--- config.mk ---
export PLATFORM = sky130hd
export DESIGN_NAME = multiply_acc_reader
export DESIGN_NICKNAME = d
export VERILOG_FILES = /design/src/rtl/multiply_acc_reader.sv
export SDC_FILE = /design/constraint.sdc
export NUM_CORES = 1
export LEC_CHECK = 0
export ABC_AREA = 1
export CAP_MARGIN = 10
export CORE_ASPECT_RATIO = 1.4
export CORE_MARGIN = 2
export CORE_UTILIZATION = 55
export DETAILED_ROUTE_END_ITERATION = 16
export PLACE_DENSITY = 0.76
export SLEW_MARGIN = 20
export SYNTH_ARGS = -nofsm -noshare
export SYNTH_HDL_FRONTEND = slang
export SYNTH_SLANG_ARGS = --single-unit
--- constraint.sdc ---
create_clock -name clk -period 3.86 [get_ports clk]
set_input_delay 0.772 -clock clk [delete_from_list [all_inputs] [get_ports clk]]
set_output_delay 0.772 -clock clk [all_outputs]
set_load 0.01 [all_outputs]
--- src/rtl/multiply_acc_reader.sv ---
`default_nettype none
// ---------------------------------------------------------------------------
// multiply_acc_reader: captures multiply_acc burst sums, rescales, buffers them
// Revision: 1.0
// ---------------------------------------------------------------------------
module multiply_acc_reader #(
  parameter int IMG_WIDTH = 16,
  parameter int KER_WIDTH = 8,
  parameter int OUT_WIDTH = 16,
  parameter int LATENCY   = 3,
  parameter int DEPTH     = 4,
  localparam int RES_WIDTH = IMG_WIDTH + KER_WIDTH + 1
) (
  input  logic                        clk,
  input  logic                        rst,
  input  logic                        mac_val,
  input  logic signed [RES_WIDTH-1:0] mac_result,
  input  logic [4:0]                  cfg_shift,
  input  logic                        cfg_relu,
  output logic signed [OUT_WIDTH-1:0] out_data,
  output logic                        out_sat,
  output logic                        out_valid,
  input  logic                        out_ready,
  output logic                        overflow,
  output logic [7:0]                  drop_count,
  output logic                        busy
);

  localparam int AW = $clog2(DEPTH);
  localparam int SW = RES_WIDTH + 1;
  localparam logic signed [SW-1:0] c_max = SW'((64'sd1 <<< (OUT_WIDTH - 1)) - 64'sd1);
  localparam logic signed [SW-1:0] c_min = ~c_max;

  logic                 r_val_d;
  logic [LATENCY-1:0]   r_tok;
  logic                 w_end;
  logic                 w_tok_exit;

  assign w_end      = r_val_d & ~mac_val;
  assign w_tok_exit = r_tok[LATENCY-1];

  always_ff @(posedge clk or posedge rst) begin
    if (rst) r_val_d <= 1'b0;
    else     r_val_d <= mac_val;
  end

  generate
    if (LATENCY == 1) begin : g_tok_single
      always_ff @(posedge clk or posedge rst) begin
        if (rst) r_tok <= '0;
        else     r_tok <= w_end;
      end
    end else begin : g_tok_chain
      always_ff @(posedge clk or posedge rst) begin
        if (rst) r_tok <= '0;
        else     r_tok <= {r_tok[LATENCY-2:0], w_end};
      end
    end
  endgenerate

  // One extra bit of headroom keeps the rounding add from wrapping.
  logic signed [SW-1:0]        w_ext;
  logic signed [SW-1:0]        w_rnd;
  logic signed [SW-1:0]        w_sum;
  logic signed [SW-1:0]        w_shr;
  logic signed [OUT_WIDTH-1:0] w_val;
  logic                        w_sat;

  always_comb begin
    w_ext = {mac_result[RES_WIDTH-1], mac_result};
    w_rnd = '0;
    if (cfg_shift != 5'd0) w_rnd = SW'(1) << (cfg_shift - 5'd1);
    w_sum = w_ext + w_rnd;
    if (32'(cfg_shift) >= RES_WIDTH) w_shr = {SW{mac_result[RES_WIDTH-1]}};
    else                             w_shr = w_sum >>> cfg_shift;
    w_val = w_shr[OUT_WIDTH-1:0];
    w_sat = 1'b0;
    if (cfg_relu && w_shr[SW-1]) begin
      w_val = '0;
    end else if (w_shr > c_max) begin
      w_val = c_max[OUT_WIDTH-1:0];
      w_sat = 1'b1;
    end else if (w_shr < c_min) begin
      w_val = c_min[OUT_WIDTH-1:0];
      w_sat = 1'b1;
    end
  end

  logic                 r_res_vld;
  logic [OUT_WIDTH-1:0] r_res_data;
  logic                 r_res_sat;

  always_ff @(posedge clk or posedge rst) begin
    if (rst) begin
      r_res_vld  <= 1'b0;
      r_res_data <= '0;
      r_res_sat  <= 1'b0;
    end else begin
      r_res_vld <= w_tok_exit;
      if (w_tok_exit) begin
        r_res_data <= w_val;
        r_res_sat  <= w_sat;
      end
    end
  end

  logic [AW:0]          r_wr_ptr;
  logic [AW:0]          r_rd_ptr;
  logic [OUT_WIDTH-1:0] r_mem_data [DEPTH];
  logic [DEPTH-1:0]     r_mem_sat;
  logic                 r_ovf;
  logic [7:0]           r_drop;
  logic                 w_empty;
  logic                 w_full;
  logic                 w_pop;
  logic                 w_push;
  logic                 w_drop;

  assign w_empty = (r_wr_ptr == r_rd_ptr);
  assign w_full  = (r_wr_ptr[AW] != r_rd_ptr[AW]) &&
                   (r_wr_ptr[AW-1:0] == r_rd_ptr[AW-1:0]);
  assign w_pop   = ~w_empty & out_ready;
  // A pop frees the head slot in the same cycle, so a full FIFO can still accept.
  assign w_push  = r_res_vld & (~w_full | w_pop);
  assign w_drop  = r_res_vld & w_full & ~w_pop;

  always_ff @(posedge clk or posedge rst) begin
    if (rst) begin
      for (int i = 0; i < DEPTH; i++) r_mem_data[i] <= '0;
      r_mem_sat <= '0;
    end else if (w_push) begin
      r_mem_data[r_wr_ptr[AW-1:0]] <= r_res_data;
      r_mem_sat[r_wr_ptr[AW-1:0]]  <= r_res_sat;
    end
  end

  always_ff @(posedge clk or posedge rst) begin
    if (rst) begin
      r_wr_ptr <= '0;
      r_rd_ptr <= '0;
      r_ovf    <= 1'b0;
      r_drop   <= '0;
    end else begin
      if (w_push) r_wr_ptr <= r_wr_ptr + 1'b1;
      if (w_pop)  r_rd_ptr <= r_rd_ptr + 1'b1;
      r_ovf <= w_drop;
      if (w_drop && r_drop != 8'hFF) r_drop <= r_drop + 8'd1;
    end
  end

  assign out_data   = r_mem_data[r_rd_ptr[AW-1:0]];
  assign out_sat    = r_mem_sat[r_rd_ptr[AW-1:0]];
  assign out_valid  = ~w_empty;
  assign overflow   = r_ovf;
  assign drop_count = r_drop;
  assign busy       = mac_val | r_val_d | (|r_tok);

endmodule
`default_nettype wire
==> flow_summary.ini <==
[detailed_routing]
drt-total-wl_um = 27800
drc_errors = 0
detailedRoute.firstPassIterationCount = 5
drt-initial-drc-count = 664
route.detailed.wl_per_inst_um = 17.04
route.antenna.remaining_nets = 0
vias_per_cell = 5.646
dr_total_vias = 9215

[timing]
final_cycle_share = 1.056
hold_violations = 0
report.final.setup_viol = 16
tightestPinTransition_ps = 700.9
final.setup.worst_slack_ps = -217.7
rsz0062_at_grt = true
worst_clock_skew_ps = 8.006
hold_ws_ps = 386.8
max_freq_ghz = 0.2452
relSlewSlack = 0.5322
post-route-min-period_ps = 4078
finalMaxSlewViolations = 0

[yosys]
seq_area_frac_synth = 0.3117
synthesis.yosys.warnings = 0
synth-edff-count = 0
synth_cell_types = 47
synthFlopType = sky130_fd_sc_hd__dfrtp_1
synthDominantCellAreaShare = 0.3117
mappedNetlistNets = 1303
fraction_of_registers_with_async_set_reset = 1.000
ys_ff_latch = 105
cell_type_with_the_largest_total_area_after_synthesis = sky130_fd_sc_hd__dfrtp_1
syn-mean-instance-area_um2 = 6.821
post_synth_inst_count = 1236
synth.most_common_cell = sky130_fd_sc_hd__nand2_1
synth.top_cells.by_count = 388 x sky130_fd_sc_hd__nand2_1, 142 x sky130_fd_sc_hd__nand3_1, 128 x sky130_fd_sc_hd__inv_1, 110 x sky130_fd_sc_hd__nor2_1, 105 x sky130_fd_sc_hd__dfrtp_1
synth_area_um2 = 8431
synth.top_cells.by_area = sky130_fd_sc_hd__dfrtp_1 31%, sky130_fd_sc_hd__nand2_1 17%, sky130_fd_sc_hd__mux2_2 8.5%, sky130_fd_sc_hd__nand3_1 8.4%, sky130_fd_sc_hd__inv_1 5.7%

[placed_design]
io_buffers = 62
detailedPlacementHpwl_um = 20560
routabilityCongestion = 0.9906
place_area_um2 = 10210
dp_slack_ps = -1228

[floorplan]
core_um2 = 14990
fp.dieArea_um2 = 16350
die-width_um = 108.6
io_pins = 63
dieHeight_um = 150.5
rows = 53
initial_utilization = 0.5625

[run_status]
failing_checks = setup timing
status = finished with violations

[critical_path]
critical_path.max_stage_delay_ps = 350
crit_arrival_ps = 4300
critPathKind = in2reg
cp-end-kind = flop
setup.worst_path.start_class = primary input
worst_path_most_repeated_cell = sky130_fd_sc_hd__buf_4
cp_top_family = buffers and inverters
path_max_fanout = 16
timing.critical_path.buf_inv = 13
required_ps = 4090
reg2reg_slack_ps = 1650
crit_slowest_cell = sky130_fd_sc_hd__ha_1

[global_route]
overflow = 0
vias_in_the_first_global_route = 9139
grt_max_degree = 62
grt_pass1_wl_um = 44240
number_of_antenna_violations_at_the_first_check_in_global_routing = 0
global_route.usage.total = 0.3475

[cells_and_area]
design.final.nets = 1502
diodes = 0
final_design_area_no_fill_um2 = 11600
layout-drive-gt1-share = 0.3278
area_delta_synth_final_pct = 37.58
finalCoreUtilization = 0.7739

[clocking]
clk-insertion-delay-late_ps = 340
h_tree_levels = 3
cts.root.buffer_cell = sky130_fd_sc_hd__clkbuf_16
clkSinkCount = 105
clock_tree.buffer_depth = 2
clkTransAtPathRegs_ps = 70
cts_tree = built
tritoncts.num_buffers = 9

[pwr]
vdd_drop_max_mv = 0.6255
p_leak_uw = 0.005790
total_power_uw = 5215
power-per-cell-area_nw_per_um2 = 449.6

[flow_run]
drv.max_cap_violation_count = 0

[worst_hold_path]
timing.hold.worst.class = reg2reg
==> final cells by class <==
type / instances / area [um2]
well taps: 192 / 240.2
repair buffers: 234 / 1943
clock inverters: 7 / 102.6
multi-input cells: 951 / 5949
clock buffers: 9 / 225.2
flip-flops and latches: 105 / 2628
inverters: 134 / 510.5
fillers: 1133 / 3388
==> sequential cells by signal, summed over array words and instances (netlist names) <==
| register | flops |
|---|---|
| r_res_sat | 1 |
| r_mem_sat | 4 |
| r_res_vld | 1 |
| r_val_d | 1 |
| r_wr_ptr | 3 |
| r_rd_ptr | 3 |
| overflow | 1 |
| r_mem_data | 64 |
| r_res_data | 16 |
| drop_count | 8 |
| r_tok | 3 |
==> worst paths after layout <==
check                                        startpoint                          to  cells past startpoint
worst max-delay path                       cfg_shift[1]   r_res_data[4]$_DFFE_PP0P_                     29
worst min-delay path                 r_tok[0]$_DFF_PP0_          r_tok[1]$_DFF_PP0_                      0
worst max register to register  r_rd_ptr[0]$_DFFE_PP0P_   drop_count[7]$_DFFE_PP0P_                      9
worst min register to register       r_tok[0]$_DFF_PP0_          r_tok[1]$_DFF_PP0_                      0
max in group asynchronous                           rst  r_mem_data[24]$_DFFE_PP0P_                      3
min in group asynchronous                           rst   drop_count[1]$_DFFE_PP0P_                      2
==> cells by family (layout without fill, tap and decap cells) <==
group | after synthesis | count (layout) | share of synthesized area
muxes | 65 | 65 | 0.08667
DFF | 105 | 105 | 0.3117
AOI/OAI and AO/OA | 130 | 130 | 0.08400
adders and majority gates | 32 | 32 | 0.04838
buffers and inverters | 182 | 384 | 0.08712
xor gates and xnor gates | 28 | 28 | 0.02909
and+or+nand+nor | 694 | 696 | 0.3531
==> stage by stage <==
stage	setup TNS [ps]	instances
2_1_floorplan	-1706	1236
4_1_cts	-292.1	1625
3_3_place_gp	-18870	1587
3_5_place_dp	-19790	1587
5_1_grt	-6353	1632
6_report	-3295	1632
==> metal layers <==
layer	up-vias	share of wire	track usage
met5	-	0	0
met4	0	0.092	0.2763
met3	163	0.030	0.02987
met2	328	0.53	0.6456
met1	4324	0.34	0.3468
li1	4400	-	-
==> cell usage in the layout (no fill, tap or decap), types with 5 or more instances in the layout <==
cell type                           n
sky130_fd_sc_hd__clkbuf_16          9
sky130_fd_sc_hd__nand2_4           10
sky130_fd_sc_hd__o21ai_1            5
sky130_fd_sc_hd__nand3_2           37
sky130_fd_sc_hd__nor2_4            19
sky130_fd_sc_hd__nor2_2            21
sky130_fd_sc_hd__nand2_2           73
sky130_fd_sc_hd__a21oi_2            9
sky130_fd_sc_hd__nand3_1          110
sky130_fd_sc_hd__clkdlybuf4s50_1   57
sky130_fd_sc_hd__buf_4            166
sky130_fd_sc_hd__xnor2_1           13
sky130_fd_sc_hd__buf_6              5
sky130_fd_sc_hd__nand4_1           10
sky130_fd_sc_hd__dfrtp_1          105
sky130_fd_sc_hd__o21ai_0           65
sky130_fd_sc_hd__inv_1            119
sky130_fd_sc_hd__ha_1              19
sky130_fd_sc_hd__xor2_1            15
sky130_fd_sc_hd__inv_2             11
sky130_fd_sc_hd__o211ai_1           7
sky130_fd_sc_hd__o22ai_1           13
sky130_fd_sc_hd__nor2_1            76
sky130_fd_sc_hd__nand3_4            5
sky130_fd_sc_hd__mux2_2            64
sky130_fd_sc_hd__nand2_1          314
sky130_fd_sc_hd__a21oi_1           21
sky130_fd_sc_hd__ha_4              12
==> where the power goes <==
group          total, uW  switching, uW  internal, uW  leakage [uW]
Combinational       2440           1250          1190       0.00430
Sequential          1790            271          1510       0.00132
Clock                987            411           576      0.000162
Total               5220           1940          3280       0.00579
==> what timing repair did <==
item                                   4_1_cts  5_1_grt
setup endpoints to repair                   17       16
hold buffers                                 0        0
endpoints found under the hold margin        0        0
buffers inserted                            21        8
pin swaps                                   65       37
gates cloned                                 2        0
gates resized for setup                    171       68
(Power assumes the default switching activity.)
